`config.mk`:
```
export PLATFORM = sky130hd
export DESIGN_NAME = instr_prefetch
export DESIGN_NICKNAME = d
export VERILOG_FILES = /design/src/rtl/instr_prefetch.sv
export SDC_FILE = /design/constraint.sdc
export NUM_CORES = 1
export LEC_CHECK = 0
export ABC_AREA = 1
export CORE_ASPECT_RATIO = 1.2
export CORE_MARGIN = 4
export CORE_UTILIZATION = 45
export CTS_CLUSTER_DIAMETER = 80
export DETAILED_ROUTE_END_ITERATION = 10
export GPL_ROUTABILITY_DRIVEN = 0
export PLACE_DENSITY = 0.66
export SETUP_SLACK_MARGIN = 0.02
export SLEW_MARGIN = 40
export SYNTH_ARGS = -nofsm -noshare
export SYNTH_HDL_FRONTEND = slang
export SYNTH_SLANG_ARGS = --single-unit
```
`constraint.sdc`:
```
create_clock -name clk -period 2.4 [get_ports clk]
set_input_delay 0.24 -clock clk [delete_from_list [all_inputs] [get_ports clk]]
set_output_delay 0.24 -clock clk [all_outputs]
set_load 0.01 [all_outputs]
```
`src/rtl/instr_prefetch.sv`:
```
// instr_prefetch: fetch-side front end.
// Owns the fetch PC, issues one req/ack read at a time to instruction memory and
// buffers returned bytes, tagged with their PCs, in a small FIFO that feeds decode.
// A redirect from execute flushes the FIFO and restarts fetch at the new PC. A read
// already in flight when a redirect arrives is completed and its data thrown away.
//
// Build option: define FETCH_STATS_EN to add the retired_cnt / flush_cnt ports.
//
// state | meaning
// IDLE  | no read outstanding; waiting for FIFO room
// REQ   | read of fetch_pc outstanding; its ack pushes into the FIFO
// DROP  | read of a pre-redirect address outstanding; its data is discarded
module instr_prefetch #(
  parameter int unsigned       ADDR_W   = 8,
  parameter int unsigned       DATA_W   = 8,
  parameter int unsigned       DEPTH    = 4,
  parameter logic [ADDR_W-1:0] RESET_PC = '0
) (
  input  logic              clk,
  input  logic              reset,
  output logic              mem_req,
  output logic [ADDR_W-1:0] mem_addr,
  input  logic              mem_ack,
  input  logic [DATA_W-1:0] mem_rdata,
  input  logic              redirect_valid,
  input  logic [ADDR_W-1:0] redirect_pc,
  output logic              instr_valid,
  output logic [DATA_W-1:0] instr,
  output logic [ADDR_W-1:0] instr_pc,
  input  logic              instr_ready
`ifdef FETCH_STATS_EN
  ,
  output logic [15:0]       retired_cnt,
  output logic [7:0]        flush_cnt
`endif
);

  localparam int unsigned PTR_W = $clog2(DEPTH);
  localparam int unsigned CNT_W = PTR_W + 1;

  typedef enum logic [1:0] {
    ST_IDLE = 2'd0,
    ST_REQ  = 2'd1,
    ST_DROP = 2'd2
  } state_t;

  state_t              state_q, state_d;
  logic [ADDR_W-1:0]   fetch_pc_q, fetch_pc_d;
  logic [ADDR_W-1:0]   drop_addr_q, drop_addr_d;
  logic [PTR_W-1:0]    wr_ptr_q, wr_ptr_d;
  logic [PTR_W-1:0]    rd_ptr_q, rd_ptr_d;
  logic [CNT_W-1:0]    count_q, count_d;
  logic [ADDR_W-1:0]   pc_mem_q   [DEPTH];
  logic [ADDR_W-1:0]   pc_mem_d   [DEPTH];
  logic [DATA_W-1:0]   data_mem_q [DEPTH];
  logic [DATA_W-1:0]   data_mem_d [DEPTH];

  logic                head_valid;
  logic                ack_req;
  logic                push_raw;
  logic                pop_raw;
  logic                push_en;
  logic                pop_en;
  logic [CNT_W-1:0]    occ_next;
  logic                room;

  // FIFO handshake terms; a redirect cancels both the push and the pop of its cycle
  always_comb begin
    head_valid = (count_q != '0);
    ack_req    = mem_ack && (state_q == ST_REQ);
    push_raw   = ack_req;
    pop_raw    = head_valid && instr_ready;
    push_en    = push_raw && !redirect_valid;
    pop_en     = pop_raw && !redirect_valid;
    occ_next   = count_q + CNT_W'(push_raw) - CNT_W'(pop_raw);
    room       = (occ_next < CNT_W'(DEPTH));
  end

  // fetch FSM: next state, fetch PC and the address latched for a dropped read
  always_comb begin
    state_d     = state_q;
    fetch_pc_d  = fetch_pc_q;
    drop_addr_d = drop_addr_q;
    if (redirect_valid) begin
      fetch_pc_d = redirect_pc;
      unique case (state_q)
        ST_IDLE: state_d = ST_REQ;
        ST_REQ: begin
          if (mem_ack) begin
            state_d = ST_REQ;
          end else begin
            state_d     = ST_DROP;
            drop_addr_d = fetch_pc_q;
          end
        end
        ST_DROP: state_d = ST_DROP;
        default: state_d = ST_IDLE;
      endcase
    end else begin
      unique case (state_q)
        ST_IDLE: begin
          if (room) state_d = ST_REQ;
        end
        ST_REQ: begin
          if (mem_ack) begin
            fetch_pc_d = fetch_pc_q + ADDR_W'(1);
            state_d    = room ? ST_REQ : ST_IDLE;
          end
        end
        ST_DROP: begin
          if (mem_ack) state_d = ST_REQ;
        end
        default: state_d = ST_IDLE;
      endcase
    end
  end

  // FIFO pointers, occupancy and storage update
  always_comb begin
    wr_ptr_d   = wr_ptr_q;
    rd_ptr_d   = rd_ptr_q;
    count_d    = count_q;
    pc_mem_d   = pc_mem_q;
    data_mem_d = data_mem_q;
    if (redirect_valid) begin
      wr_ptr_d = '0;
      rd_ptr_d = '0;
      count_d  = '0;
    end else begin
      if (push_en) begin
        pc_mem_d[wr_ptr_q]   = fetch_pc_q;
        data_mem_d[wr_ptr_q] = mem_rdata;
        wr_ptr_d             = wr_ptr_q + PTR_W'(1);
      end
      if (pop_en) begin
        rd_ptr_d = rd_ptr_q + PTR_W'(1);
      end
      count_d = occ_next;
    end
  end

  // control and pointer registers
  always_ff @(posedge clk) begin
    if (reset) begin
      state_q     <= ST_IDLE;
      fetch_pc_q  <= RESET_PC;
      drop_addr_q <= RESET_PC;
      wr_ptr_q    <= '0;
      rd_ptr_q    <= '0;
      count_q     <= '0;
    end else begin
      state_q     <= state_d;
      fetch_pc_q  <= fetch_pc_d;
      drop_addr_q <= drop_addr_d;
      wr_ptr_q    <= wr_ptr_d;
      rd_ptr_q    <= rd_ptr_d;
      count_q     <= count_d;
    end
  end

  // FIFO storage; contents are qualified by count, so no reset is needed
  always_ff @(posedge clk) begin
    pc_mem_q   <= pc_mem_d;
    data_mem_q <= data_mem_d;
  end

  // memory side and decode side outputs
  always_comb begin
    mem_req     = (state_q != ST_IDLE);
    mem_addr    = (state_q == ST_DROP) ? drop_addr_q : fetch_pc_q;
    instr_valid = head_valid;
    instr       = head_valid ? data_mem_q[rd_ptr_q] : '0;
    instr_pc    = head_valid ? pc_mem_q[rd_ptr_q] : '0;
  end

  // room is reserved before each read, so a push into a full FIFO is a design bug
  a_no_overflow : assert property (@(posedge clk) disable iff (reset)
    !(push_en && (count_q == CNT_W'(DEPTH))));

`ifdef FETCH_STATS_EN
  logic [15:0] retired_cnt_q, retired_cnt_d;
  logic [7:0]  flush_cnt_q, flush_cnt_d;

  // saturating event counters
  always_comb begin
    retired_cnt_d = retired_cnt_q;
    flush_cnt_d   = flush_cnt_q;
    if (pop_en && (retired_cnt_q != 16'hFFFF)) retired_cnt_d = retired_cnt_q + 16'd1;
    if (redirect_valid && (flush_cnt_q != 8'hFF)) flush_cnt_d = flush_cnt_q + 8'd1;
  end

  // statistics registers
  always_ff @(posedge clk) begin
    if (reset) begin
      retired_cnt_q <= '0;
      flush_cnt_q   <= '0;
    end else begin
      retired_cnt_q <= retired_cnt_d;
      flush_cnt_q   <= flush_cnt_d;
    end
  end

  assign retired_cnt = retired_cnt_q;
  assign flush_cnt   = flush_cnt_q;
`else
  // Statistics build option disabled: no counters or ports exist.
`endif

endmodule

```
After elaboration in Yosys (flattened, before gate mapping)
Cells that the tools add are included.
{ "totals": {"register_bits": 89, "in_bits": 21, "output_inout_bits": 26, "word_cells": 72} }
{ "op_classes": {"addsub": 5, "order_cmp": 4, "n_eq_ne": 5, "mux": 24, "n_bitwise": 4, "n_reduce_logical": 16} }
{ "ops": {"columns": ["op", "count"], "rows": [
  ["$mux 8", 11],
  ["$bwmux 32", 2],
  ["$bmux 8 s2", 2],
  ["$demux 8 s2", 1],
  ["$pmux 2 s3", 2],
  ["$mux 2", 5],
  ["$ne 3x3->1 const B", 3],
  ["$add 8x1->8 const B", 1],
  ["$ge 3x3->1 const B", 2],
  ["$not 2->3", 2],
  ["$reduce_and 3->1", 2],
  ["$reduce_bool 2->1", 3],
  ["$logic_and 1x1->1", 5],
  ["$add 2x1->2 const B", 2],
  ["$reduce_and 2->1", 2],
  ["$add 3x1->3", 1],
  ["$lt 3x1->1 const B", 1],
  ["$lt 3x3->1 const B", 1],
  ["$reduce_bool 3->1", 1],
  ["$sub 3x1->3", 1],
  ["$eq 2x1->1 const B", 1],
  ["$eq 2x2->1 const B", 1],
  ["$logic_not 2->1", 1],
  ["$not 1->1", 2],
  ["other kinds (3)", 3]
]} }

Depth between registers and ports, before layout
Gate-level depths: netlist (run 1).
{ "logic_depth": {"ltp_word": 9, "depth_mapped": 14, "depth_no_buf": 14} }

Worst setup path before layout (run 1)
OpenSTA, ideal clock, no wires.
{ "synth_timing": {"path_type": "reg-to-reg", "from": "register count_q[1]", "to": "register state_q[0]", "setup_time_ns": 0.112, "t_arrival_ns": 2.029, "required_ns": 2.288, "path_slack_ns": 0.259, "path_stages_with_launch": 15, "path_buffers": 0, "period_less_slack_ns": 2.141, "path_cell_list": "dfxtp_1 nor3_4 nor2_1 ha_1 inv_1 ha_1 fa_1 inv_1 nand3_1 nand2_1 nand2_1 nand2_1 nand2_1 nand2_1 nand2_1"} }
{ "synth_between": {"elab_chain_cells": 8, "elab_cells_between_ends": 11, "cone_classes": "add/sub (2); order compare (1); eq/ne (1); mux (4); reduce/logical (3)"} }
{ "synth_lines": {"columns": ["item", "line", "rtl"], "rows": [
  ["from (decl)", "52", "logic [CNT_W-1:0] count_q, count_d;"],
  ["from (signal assigned)", "157", "count_q <= count_d;"],
  ["branches (longest 2 deep; another with $add 3x1->3)", null, null],
  ["$sub 3x1->3 *", "75", "occ_next = count_q + CNT_W'(push_raw) - CNT_W'(pop_raw);"],
  ["$lt 3x3->1 *", "76", "room = (occ_next < CNT_W'(DEPTH));"],
  ["$mux 1", "107", "state_d = room ? ST_REQ : ST_IDLE;"],
  ["$mux 2", "105", "if (mem_ack) begin"],
  ["$pmux 2 s3", "100", "unique case (state_q)"],
  ["$mux 2", "84", "if (redirect_valid) begin"],
  ["to (signal assigned)", "152", "state_q <= state_d;"],
  ["to (decl)", "47", "state_t state_q, state_d;"]
]} }
Every way passes the cells marked *. The select of a mux whose other input is x is not followed.
A chain may end at the register's enable or synchronous reset.

Worst setup path in the final report (run 1)
{ "layout_timing": {"from": "register rd_ptr_q[0]", "to": "output instr_pc[4]"} }
{ "layout_between": {"elab_chain_cells": 5} }
{ "layout_lines": {"columns": ["item", "line", "rtl"], "rows": [
  ["from (decl)", "51", "logic [PTR_W-1:0] rd_ptr_q, rd_ptr_d;"],
  ["from (signal assigned)", "156", "rd_ptr_q <= rd_ptr_d;"],
  ["$not 2->3 (not written as such)", "173", "instr_pc = head_valid ? pc_mem_q[rd_ptr_q] : '0;"],
  ["$bmux 8 s2", "173", null],
  ["$mux 8 (not written as such) (2 in a row)", "173", null],
  ["$mux 8", "173", null],
  ["to (decl)", "29", "output logic [ADDR_W-1:0] instr_pc,"]
]} }
Every way passes these cells. The select of a mux whose other input is x is not followed.

==> results of run 1 <==
[layout make-up]
| cell class | count | area [um2] | share of cell area |
|---|---|---|---|
| clock buffers | 10 | 127.6 | 0.02670 |
| flip-flops and latches | 89 | 2424 | 0.5071 |
| repair buffers | 63 | 620.6 | 0.1298 |
| well taps | 117 | 146.4 | 0.03063 |
| inverters | 38 | 148.9 | 0.03115 |
| clock inverters | 6 | 43.79 | 0.009162 |
| multi-input cells | 257 | 1269 | 0.2654 |
[cell families after synthesis]
family          synth area share
compound gates            0.1249
flops                     0.6168
buf+inv                  0.06021
simple gates              0.1641
xor+xnor                0.006691
fa+ha+maj                0.02740
[registers in the layout (all words and copies together), names as in the netlist]
name / cells
drop_addr_q: 8
pc_mem_q: 32
fetch_pc_q: 8
state_q: 2
rd_ptr_q: 2
data_mem_q: 32
wr_ptr_q: 2
count_q: 3
[synth_stat cells, drive strengths merged]
master,number
edfxtp,64
dfxtp,25
and2,1
nand2,51
nand3,9
nor2,88
inv,38
o21ai,57
nor3,3
a21oi,33
xor2,3
ha,7
buf,12
clkbuf,4
a31oi,4
fa,1
[power by group through the flow]
stage	Clock (mW)	Sequential [mW]	Combinational, mW
floorplan	0	1.74	0.176
global placement	0	1.75	0.326
detailed placement	0	1.75	0.332
CTS	0.935	1.71	0.333
global route	1.01	1.72	0.371
finish	0.913	1.71	0.331
[metrics by stage]
stage | setup WS, ns | utilization
detailed placement | 0.01304 | 0.5348
global route | 0.06223 | 0.5581
CTS | 0.08852 | 0.5549
finish | 0.1817 | 0.5581
floorplan | 0.2588 | -
global placement | 0.07479 | 0.5348
[metal layers]
| metal | part of all wire | track usage | wire [um] |
|---|---|---|---|
| met1 | 0.47 | 0.2174 | 3837 |
| met2 | 0.48 | 0.2943 | 3953 |
| met3 | 0.039 | 0.03938 | 325 |
| met4 | 0.014 | 0.06073 | 114 |
| met5 | 0 | 0 | 0 |
[worst min-delay path, cell delays in order (launching register included)]
cell and delay, ns:
dfxtp_1 0.30, inv_1 0.05, a21oi_1 0.06
[repair_timing]
item                       in CTS  in global routing
buffers inserted                0                  2
setup endpoints to repair       0                  7
gates resized for setup         0                  4
[how the worst max path moves through the flow]
stage,end,cells past startpoint
3_5_place_dp,state_q[0],14
3_3_place_gp,state_q[0],14
4_1_cts,instr_pc[4],5
2_1_floorplan,state_q[0],14
5_1_grt,state_q[0],14
6_report,instr_pc[4],6
==> flow_summary.toml, run 1 <==
[status]
outcome = "completed"

[cells_and_area]
nets = 487
nFillCells = 761
fin_cells = 580
mostFrequentLayoutCells = "nor2_1, edfxtp_1, nand2_1, o21ai_0, clkdlybuf4s50_1"
antenna_cells = 0
fin_area_um2 = 4780
final_common_cell = "nor2_1"
post_route_cells_drive_above_1_share = 0.1102
synthToLayoutAreaGrowth_pct = 21.69

[die]
fp.dieH_um = 110.3
boundaryPins = 47
die_area_um2 = 10290
core_um2 = 8564
placementRows = 37
initial_utilization = 0.4586
die_x_um = 93.28

[sta]
rsz0062_at_grt = "no"
finalCritPeriodShare = 0.9243
worst_slew_pin_slew_ns = 0.4358
max_freq_ghz = 0.4508
slew_headroom = 0.7086
timing.clock.skew_ns = 0.005994
hold_violations = 0
holdWs_ns = 0.4556
report.final.slew_viol_count = 0
setup_viol = 0
fin_crit_ns = 2.218
fin_setup_tns_ns = 0

[setup_path]
reg2reg_depth = 14
cp-startpoint = "rd_ptr_q[0]"
critPathKind = "reg -> out"
crit_top_cell = "nor2_1"
crit_buf_inv = 2
critPathRequiredTime_ns = 2.16
cp_max_fo = 24
crit_slowest_cell = "clkdlybuf4s50_1"
crit_family = "buffers and inverters"
timing.rr.end = "state_q[0]"
r2r_start = "count_q[1]"
cp_slowest_stage_delay_ns = 0.58
critPathCaptureType = "output pin"
path_cells = "buf_8 -> nor2_1 -> nor2_1 -> o21ai_0 -> a21oi_1 -> clkdlybuf4s50_1"
critical_path_arrival_ns = 1.98
start_kind = "flip-flop"
ff2ff_setup_slack_ns = 0.29

[logic_synthesis]
yosys_warnings = 0
synthDominantAreaCellType = "edfxtp_1"
yosysSeqAreaShare = 0.6168
synth_cells = 400
ys_seq_elements = 89
synth_nets = 429
synth.distinct_cells = 30
yosysTopAreaCellShare = 0.4893
synthTopCellsByArea = "edfxtp_1, dfxtp_1, nor2_1"
syn_avg_cell_area_um2 = 9.819
synthesis.area_um2 = 3928

[routing]
avgViaCountPerCell = 4.916
drtIter0Drc = 116
drc = 0
wirelength_mm = 8.230
wl_per_cell_um = 14.19
antenna_left = 0
dr.pass1.iters = 4
num_vias = 2851

[power]
power_density_nw_per_um2 = 619.2
intPower_mw = 2.214
p_total_mw = 2.959
power_frac_seq = 0.579
p_clk_frac = 0.309
pwr-share-comb = 0.112
ir_drop_mv = 0.3208
switchingPower_mw = 0.7454
leakage_nw = 1.760
switching_share = 0.2519

[cts]
numCtsBuffers = 9
cts_buffer_depth = 2
clk_latency_ns = 0.36
cts_max_level = 3
clk_pin_slew_ns = 0.09
ctsHoldBuffers = 0
root_buffer = "clkbuf_8"
cts.sinks = 89
cts_tree = "yes"

[global_routing]
first_global_vias = 2832
grt_pass1_wl_mm = 13.82
track_usage = 0.1731
antenna_found_initial = 0
gr-total-overflow = 0
grt_max_degree = 25

[worst_hold_path]
hold_start = "drop_addr_q[3]"
min_path_type = "reg -> reg"
worstHoldPathCells = 2
holdPathEnd = "drop_addr_q[3]"

[placed_design]
dp_cells = 562
port_buffers = 46
hpwl_mm = 5.350
dpl_cell_area_um2 = 4581

[job]
maxCapViolCount = 0
(Power assumes the default switching activity.)
==> inputs of run 2 (changes only) <==
--- a/config.mk
+++ b/config.mk
@@ -11,8 +11,9 @@
 export CORE_UTILIZATION = 45
 export CTS_CLUSTER_DIAMETER = 80
 export DETAILED_ROUTE_END_ITERATION = 10
+export DONT_BUFFER_PORTS = 1
 export GPL_ROUTABILITY_DRIVEN = 0
-export PLACE_DENSITY = 0.66
+export PLACE_DENSITY = 0.59
 export SETUP_SLACK_MARGIN = 0.02
 export SLEW_MARGIN = 40
 export SYNTH_ARGS = -nofsm -noshare
==> flow_summary.toml, run 2 (synthesis results as in run 1) <==
[placed_design]
dpl_cell_area_um2 = 4055
hpwl_mm = 5.205
port_buffers = 0

[routing]
avgViaCountPerCell = 5.131
dr.pass1.iters = 5
antenna_left = 0
wl_per_cell_um = 15.24
wl_met3_um = 378
drt-met1-wl_mm = 3.560
wirelength_mm = 8.138
drc = 0
wl_met2_mm = 4.144
num_vias = 2740
top_layer_used = "met4"
drtIter0Drc = 84

[cts]
cts_buffer_depth = 2
cts.sinks = 89
numCtsBuffers = 9
root_buffer = "clkbuf_8"
clk_latency_ns = 0.34
clk_pin_slew_ns = 0.09
cts_tree = "yes"
cts_max_level = 3

[job]
maxCapViolCount = 0

[setup_path]
critPathCaptureType = "output pin"
critical_path_arrival_ns = 1.94
cp_max_fo = 24
critPathRequiredTime_ns = 2.16
critPathKind = "reg -> out"
start_kind = "flip-flop"

[power]
power_density_nw_per_um2 = 702.1
ir_drop_mv = 0.3935
p_clk_frac = 0.364
power_frac_seq = 0.561
switchingPower_mw = 0.7155
p_total_mw = 3.063
leakage_nw = 1.614
pwr-share-comb = 0.075
intPower_mw = 2.348
switching_share = 0.2336

[sta]
setup_viol = 0
hold_violations = 0
timing.clock.skew_ns = 0.008033
max_freq_ghz = 0.4593
finalCritPeriodShare = 0.9072
fin_setup_tns_ns = 0
holdWs_ns = 0.04845
slew_headroom = 0.7282
worst_slew_pin_slew_ns = 0.4035
fin_crit_ns = 2.177
report.final.slew_viol_count = 0
rsz0062_at_grt = "no"

[worst_hold_path]
min_path_type = "in -> reg"

[cells_and_area]
antenna_cells = 0
finish.utilization = 0.5094
reg_top3 = "data_mem_q x32, pc_mem_q x32"
final_common_cell = "nor2_1"
mostFrequentLayoutCells = "nor2_1, edfxtp_1, nand2_1, o21ai_0, inv_1"
fin_area_um2 = 4363
nets = 441
post_route_cells_drive_above_1_share = 0.09832
synthToLayoutAreaGrowth_pct = 11.09

[die]
placementRows = 37
initial_utilization = 0.4586
fp.dieH_um = 110.3
die_x_um = 93.28
boundaryPins = 47
die_area_um2 = 10290
core_um2 = 8564

[global_routing]
track_usage = 0.1664
grt_pass1_wl_mm = 13.06
antenna_found_initial = 0
first_global_vias = 2726
grt_max_degree = 27
gr-total-overflow = 0

[status]
outcome = "completed"
## run 2: what timing repair did
item | CTS | global route
endpoints found under the setup margin | 0 | 0
gates resized for setup | 0 | 0
hold endpoints to repair | 38 | 0
setup buffers | 0 | 0
hold buffers | 9 | 0
## run 2: through the flow
stage	std cells	worst slack (ns)
6_report	534	0.2228
5_1_grt	534	0.02318
4_1_cts	534	0.1785
3_5_place_dp	509	0.2490
3_3_place_gp	509	0.3272
2_1_floorplan	400	0.2588
## run 2: power groups by stage
stage,clock (mW),combinational [mW],sequential (mW)
4_1_cts,1.14,0.234,1.72
3_3_place_gp,0,0.209,1.75
6_report,1.12,0.229,1.72
5_1_grt,1.21,0.260,1.72
3_5_place_dp,0,0.214,1.75
2_1_floorplan,0,0.176,1.74
## run 2: layout make-up
cell class                 instances  area [um2]
fill                             812        4202
tap                              117       146.4
multi-input combinational        257        1269
clock buffer                      10       127.6
timing repair buffer              17       162.7
inverter                          38       145.1
clock inverter                     6       90.09
sequential                        89        2422
## run 2: critical path: stages (launching register included)
cell and delay (ns):
dfxtp_1 0.58, buf_4 0.36, nor2_1 0.09, nor2_1 0.11, o21ai_0 0.11, a21oi_1 0.34
## run 2: metal layers
layer / GRT usage / up-vias
li1: - / 1358
met1: 0.1897 / 1318
met2: 0.3020 / 60
met3: 0.04820 / 4
met4: 0.04921 / 0
met5: 0 / -
## run 2: worst paths after layout
kind | from | to | slack (ns) | cells after the start
max reg2reg | state_q[1] | state_q[0] | 0.24 | 14
min | redirect_valid | fetch_pc_q[1] | 0.05 | 2
min reg2reg | drop_addr_q[3] | drop_addr_q[3] | 0.46 | 2
max | rd_ptr_q[0] | instr_pc[7] | 0.22 | 5
==> RTL change 1: new RTL, flow settings as in run 2 <==
Change the parameter `DATA_W` from 8 to 6.
--- a/src/rtl/instr_prefetch.sv
+++ b/src/rtl/instr_prefetch.sv
@@ -14,3 +14,3 @@
   parameter int unsigned       ADDR_W   = 8,
-  parameter int unsigned       DATA_W   = 8,
+  parameter int unsigned       DATA_W   = 6,
   parameter int unsigned       DEPTH    = 4,
Ports: changed (resized instr and mem_rdata); port bits go from 47 to 43. The function was not compared with the original's and may differ.
==> RTL change 1 against run 2 <==
  * First-iteration DRC count grew 55%
  * Sequential cell count is 8 lower
  * Maximum frequency rose by 2.4%
  * Largest cell class unchanged
  * Final area shrank 8.1%
  * Setup slack improved by 0.050 ns
  * Power down 3.3%
  * Largest power group unchanged
  * Wire length down 8.2%
  * Via count is 7.6% lower
  * Synthesized area shrank 8.6%
  * Utilization grew 1.1 points
  * Die area fell by 7.9%
==> RTL change 1: results (changes against run 2) <==
stage,metric,value,unit,change
grt,grt_use_total,16.7,%,+0.093 points
yosys,synth_common_cells,"77 x nor2_1, 56 x edfxtp_1, 50 x nand2_1, 50 x o21ai_0, 34 x inv_1",,
worst_setup_path,r2r_cells,13,,-1
yosys,synthTopCellsByArea,"edfxtp_1 47%, dfxtp_1 14%, nor2_1 8.0%",,
power_and_ir_drop,sw_frac_of_total,22.0,%,-1.3 points
power_and_ir_drop,power.density,739,mW/mm²,+5.2%
finish,nets,415,,-5.9%
power_and_ir_drop,seqPwrFrac,52.7,%,-3.4 points
grt,grt_use_met1,21.6,%,+2.7 points
power_and_ir_drop,ir_drop,353,µV,-10%
finish,drive_gt1_share,9.16,%,-0.67 points
worst_hold_path,holdPathStages,3,,+1
worst_setup_path,r2r_slack,0.27,ns,+0.03 ns
grt,use_met2,26.9,%,-3.3 points
worst_setup_path,crit_path_max_incr_delay,0.46,ns,-0.12 ns
run_status,status,finished clean,,
place,dp_worst_setup_slack,0.271,ns,+0.0222 ns
grt,grt_max_degree,21,,-22%
power_and_ir_drop,p_clk_share,40.1,%,+3.7 points
worst_setup_path,r2r_start,state_q[0],,
timing,worstMarginPinSlew,0.594,ns,+0.190 ns
drt,via_count,2533,,-7.6%
grt,grt_pass1_vias,2413,,-11%
worst_hold_path,min_from,reset,,
finish,reg_top3,"pc_mem_q: 32 flops, data_mem_q: 24 flops",,
[RTL change 1: worst max path at each step]
stage,from,slack [ns],cells after the start,endpoint
after floorplan,count_q[1],0.30,14,state_q[0]
after global placement,state_q[0],0.33,13,state_q[0]
after detailed placement,state_q[0],0.27,13,state_q[0]
after CTS,rd_ptr_q[0],0.23,4,instr_pc[2]
after global routing,rd_ptr_q[0],0.07,4,instr_pc[6]
final,state_q[0],0.27,13,state_q[0]
[RTL change 1: logic make-up (layout without fill, tap and decap cells)]
logic type                 after synthesis  in the layout  synth area share (%)
AOI/OAI and AO/OA                       88             88                  12.8
xor gates and xnor gates                 3              3                 0.732
adders and majority gates                8              8                  3.00
buffers and inverters                   53             69                  6.06
DFF                                     81             81                  60.8
and+or+nand+nor                        144            144                  16.6
[RTL change 1: layout make-up]
class	instances	area, µm²	share of cell area [%]
multi-input cells	243	1190	29.7
flip-flops and latches	81	2180	54.4
clock inverters	3	68.8	1.72
inverters	38	143	3.56
well taps	92	115	2.87
clock buffers	13	181	4.52
repair buffers	15	130	3.24
[RTL change 1: what timing repair did]
action,in CTS,in global routing
gates resized for setup,0,0
hold buffers,7,0
endpoints found under the hold margin,30,0
[RTL change 1: layer usage]
metal / share of wire (%) / vias up
li1: - / 1276
met1: 45 / 1182
met3: 4.3 / 10
met4: 1.4 / 0
met2: 49 / 65
met5: 0 / -
[RTL change 1: worst min-delay path, stage by stage]
cell and delay [ns]:
a21oi_1 0.02, nand2_1 0.04, nand2_1 0.04
[RTL change 1: per-stage QoR]
step	instances	hold WS [ns]
after floorplan	377	0.339
after global placement	462	0.313
after detailed placement	462	0.313
after CTS	485	0.0358
after global routing	485	0.0558
final	485	0.0523
==> RTL change 2: new RTL, config.mk and constraints of run 2 <==
Made on the original files. The 3 states of `state_t` get a one-hot encoding in 3 bits.
--- a/src/rtl/instr_prefetch.sv
+++ b/src/rtl/instr_prefetch.sv
@@ -40,6 +40,6 @@
 
-  typedef enum logic [1:0] {
-    ST_IDLE = 2'd0,
-    ST_REQ  = 2'd1,
-    ST_DROP = 2'd2
+  typedef enum logic [2:0] {
+    ST_IDLE = 3'b001,
+    ST_REQ  = 3'b010,
+    ST_DROP = 3'b100
   } state_t;
Formal check against the unedited RTL: same outputs for any inputs over 4 cycles, from zero or initial values and one cycle with reset high; so few cycles prove little.
==> RTL change 2 against run 2 <==
  * First-iteration DRC count up 23%
  * Synthesized area up 2.2%
  * Via count up 4.3%
  * Sequential cell count up 1
  * Final area up 1.7%
  * Highest routed layer unchanged
  * Largest power group unchanged
  * Wire length up 1.2%
  * Setup slack worse by 0.063 ns
  * Power down 4.8%
  * Cell count up 5.2%
==> RTL change 2: results (changes against run 2) <==
stage,metric,value,unit,change
run_status,status,finished clean,,
clock_tree,htree_levels,3,,unchanged
worst_setup_path,r2r_cells,14,,unchanged
power_and_ir_drop,ir_drop,344,µV,-13%
yosys,synth_enable_flop_cells,64,,unchanged
worst_setup_path,r2r_end,state_q[0],,
clock_tree,clockRootBuffer,clkbuf_8,,
drt,viasPerCell,5.09,,-0.86%
finish,fillers,817,,+0.62%
timing,fin_ws,0.160,ns,-0.0630 ns
grt,grt_pass1_wl,13200,µm,+0.90%
worst_setup_path,arrival,2.46,ns,+0.52 ns
yosys,ys_warn_count,0,,unchanged
grt,grt_use_total,16.0,%,-0.67 points
clock_tree,clockBufferDepth,2,,unchanged
drt,wl_met3,277,µm,-27%
clock_tree,clk_pin_slew,0.08,ns,
place,place_area,0.00416,mm²,+2.6%
worst_hold_path,holdPathStages,3,,+1
worst_hold_path,hp-class,primary input to flop,,
yosys,yosysSeqAreaShare,60.8,%,-0.85 points
drt,dr_wl_met2,4310,µm,+4.1%
power_and_ir_drop,leakage,0.00172,µW,+6.4%
drt,via_count,2859,,+4.3%
finish,reg_top3,"data_mem_q: 32 flops, pc_mem_q: 32 flops",,
place,dp_cells,537,,+5.5%
place,portBuffers,0,,unchanged
worst_setup_path,r2r_start,state_q[2],,
clock_tree,cts_buffers,9,,unchanged
yosys,synth_common_cells,"87 x nor2_1, 64 x edfxtp_1, 62 x nand2_1, 51 x o21ai_0, 42 x inv_1",,
timing,whs,0.0845,ns,+0.0361 ns
worst_setup_path,cp_max_fo,3,,-88%
worst_hold_path,min_from,reset,,
yosys,synth_nets,456,,+6.3%
clock_tree,insertion_delay,0.34,ns,about the same
grt,grt_pass1_vias,2758,,+1.2%
timing,worstMarginPinSlew,0.588,ns,+0.185 ns
finish,drive_gt1_share,8.09,%,-1.7 points
drt,drt_iter0_drc,103,,+23%
yosys,ys.flop_type,edfxtp_1,,
grt,antenna_found_initial,0,,unchanged
yosys,synthTopCellsByArea,"edfxtp_1 48%, dfxtp_1 13%, nor2_1 8.1%",,
timing,finalClockSkew,0.00782,ns,-0.000214 ns
worst_hold_path,min_to,wr_ptr_q[1],,
finish,nets,469,,+6.3%
drt,dr.pass1.iters,4,,-1
grt,grt_max_degree,26,,-3.7%
yosys,syn_inst,427,,+6.8%
finish,num_antenna_cells,0,,unchanged
yosys,synth_top_area_share,47.9,%,-1.1 points
drt,wl_met1,3560,µm,-0.11%
yosys,netlist-cell-type-count,24,,-20%
worst_setup_path,crit_slowest_cell,fa_1,,
place,dp_worst_setup_slack,0.139,ns,-0.110 ns
drt,wirelength,8230,µm,+1.2%
drt,top_layer,met4,,
worst_setup_path,crit_path_max_incr_delay,0.39,ns,-0.19 ns
place,dpl.hpwl,5360,µm,+2.9%
## RTL change 2: routing by layer
| metal | GRT usage [%] | vias to the layer above |
|---|---|---|
| met1 | 19.2 | 1366 |
| li1 | - | 1440 |
| met3 | 2.70 | 9 |
| met4 | 4.91 | 0 |
| met2 | 28.8 | 44 |
| met5 | 0 | - |
## RTL change 2: area by class of cell
class | instances | area [µm²] | area share (%)
well taps | 117 | 146 | 3.30
multi-input cells | 276 | 1320 | 29.8
clock inverters | 6 | 57.6 | 1.30
flip-flops and latches | 90 | 2440 | 55.0
inverters | 44 | 165 | 3.72
repair buffers | 19 | 178 | 4.00
clock buffers | 10 | 128 | 2.87
## RTL change 2: where the power goes
group,internal [µW],switching [µW]
clock network,473,501
logic,74.7,148
registers,1690,29.0
total,2240,678
## RTL change 2: kinds of logic after synthesis
logic type                 count (synthesis)  synth area share (%)
and+or+nand+nor                          174                  17.8
AOI/OAI and AO/OA                         93                  12.2
xor gates and xnor gates                   1                 0.218
adders and majority gates                  8                  2.68
DFF                                       90                  60.8
buffers and inverters                     61                  6.36
## RTL change 2: worst max-delay path by stage
stage               startpoint    endpoint
global placement    state_q[2]  state_q[0]
floorplan           count_q[1]  state_q[0]
global route        state_q[2]  state_q[0]
detailed placement  state_q[2]  state_q[0]
finish              state_q[2]  state_q[0]
CTS                 state_q[2]  state_q[0]
## RTL change 2: repair_timing
item                       4_1_cts  5_1_grt
hold endpoints to repair        38        0
setup buffers                    0        0
hold buffers                     9        0
resized for setup                0        2
setup endpoints to repair        0        1
## RTL change 2: critical path: cells and delay by family (launching register included)
kind,cells,cell delay [ns]
and+or+nand+nor,8,0.76
DFF,1,0.33
adders and majority gates,3,0.84
buffers and inverters,3,0.19
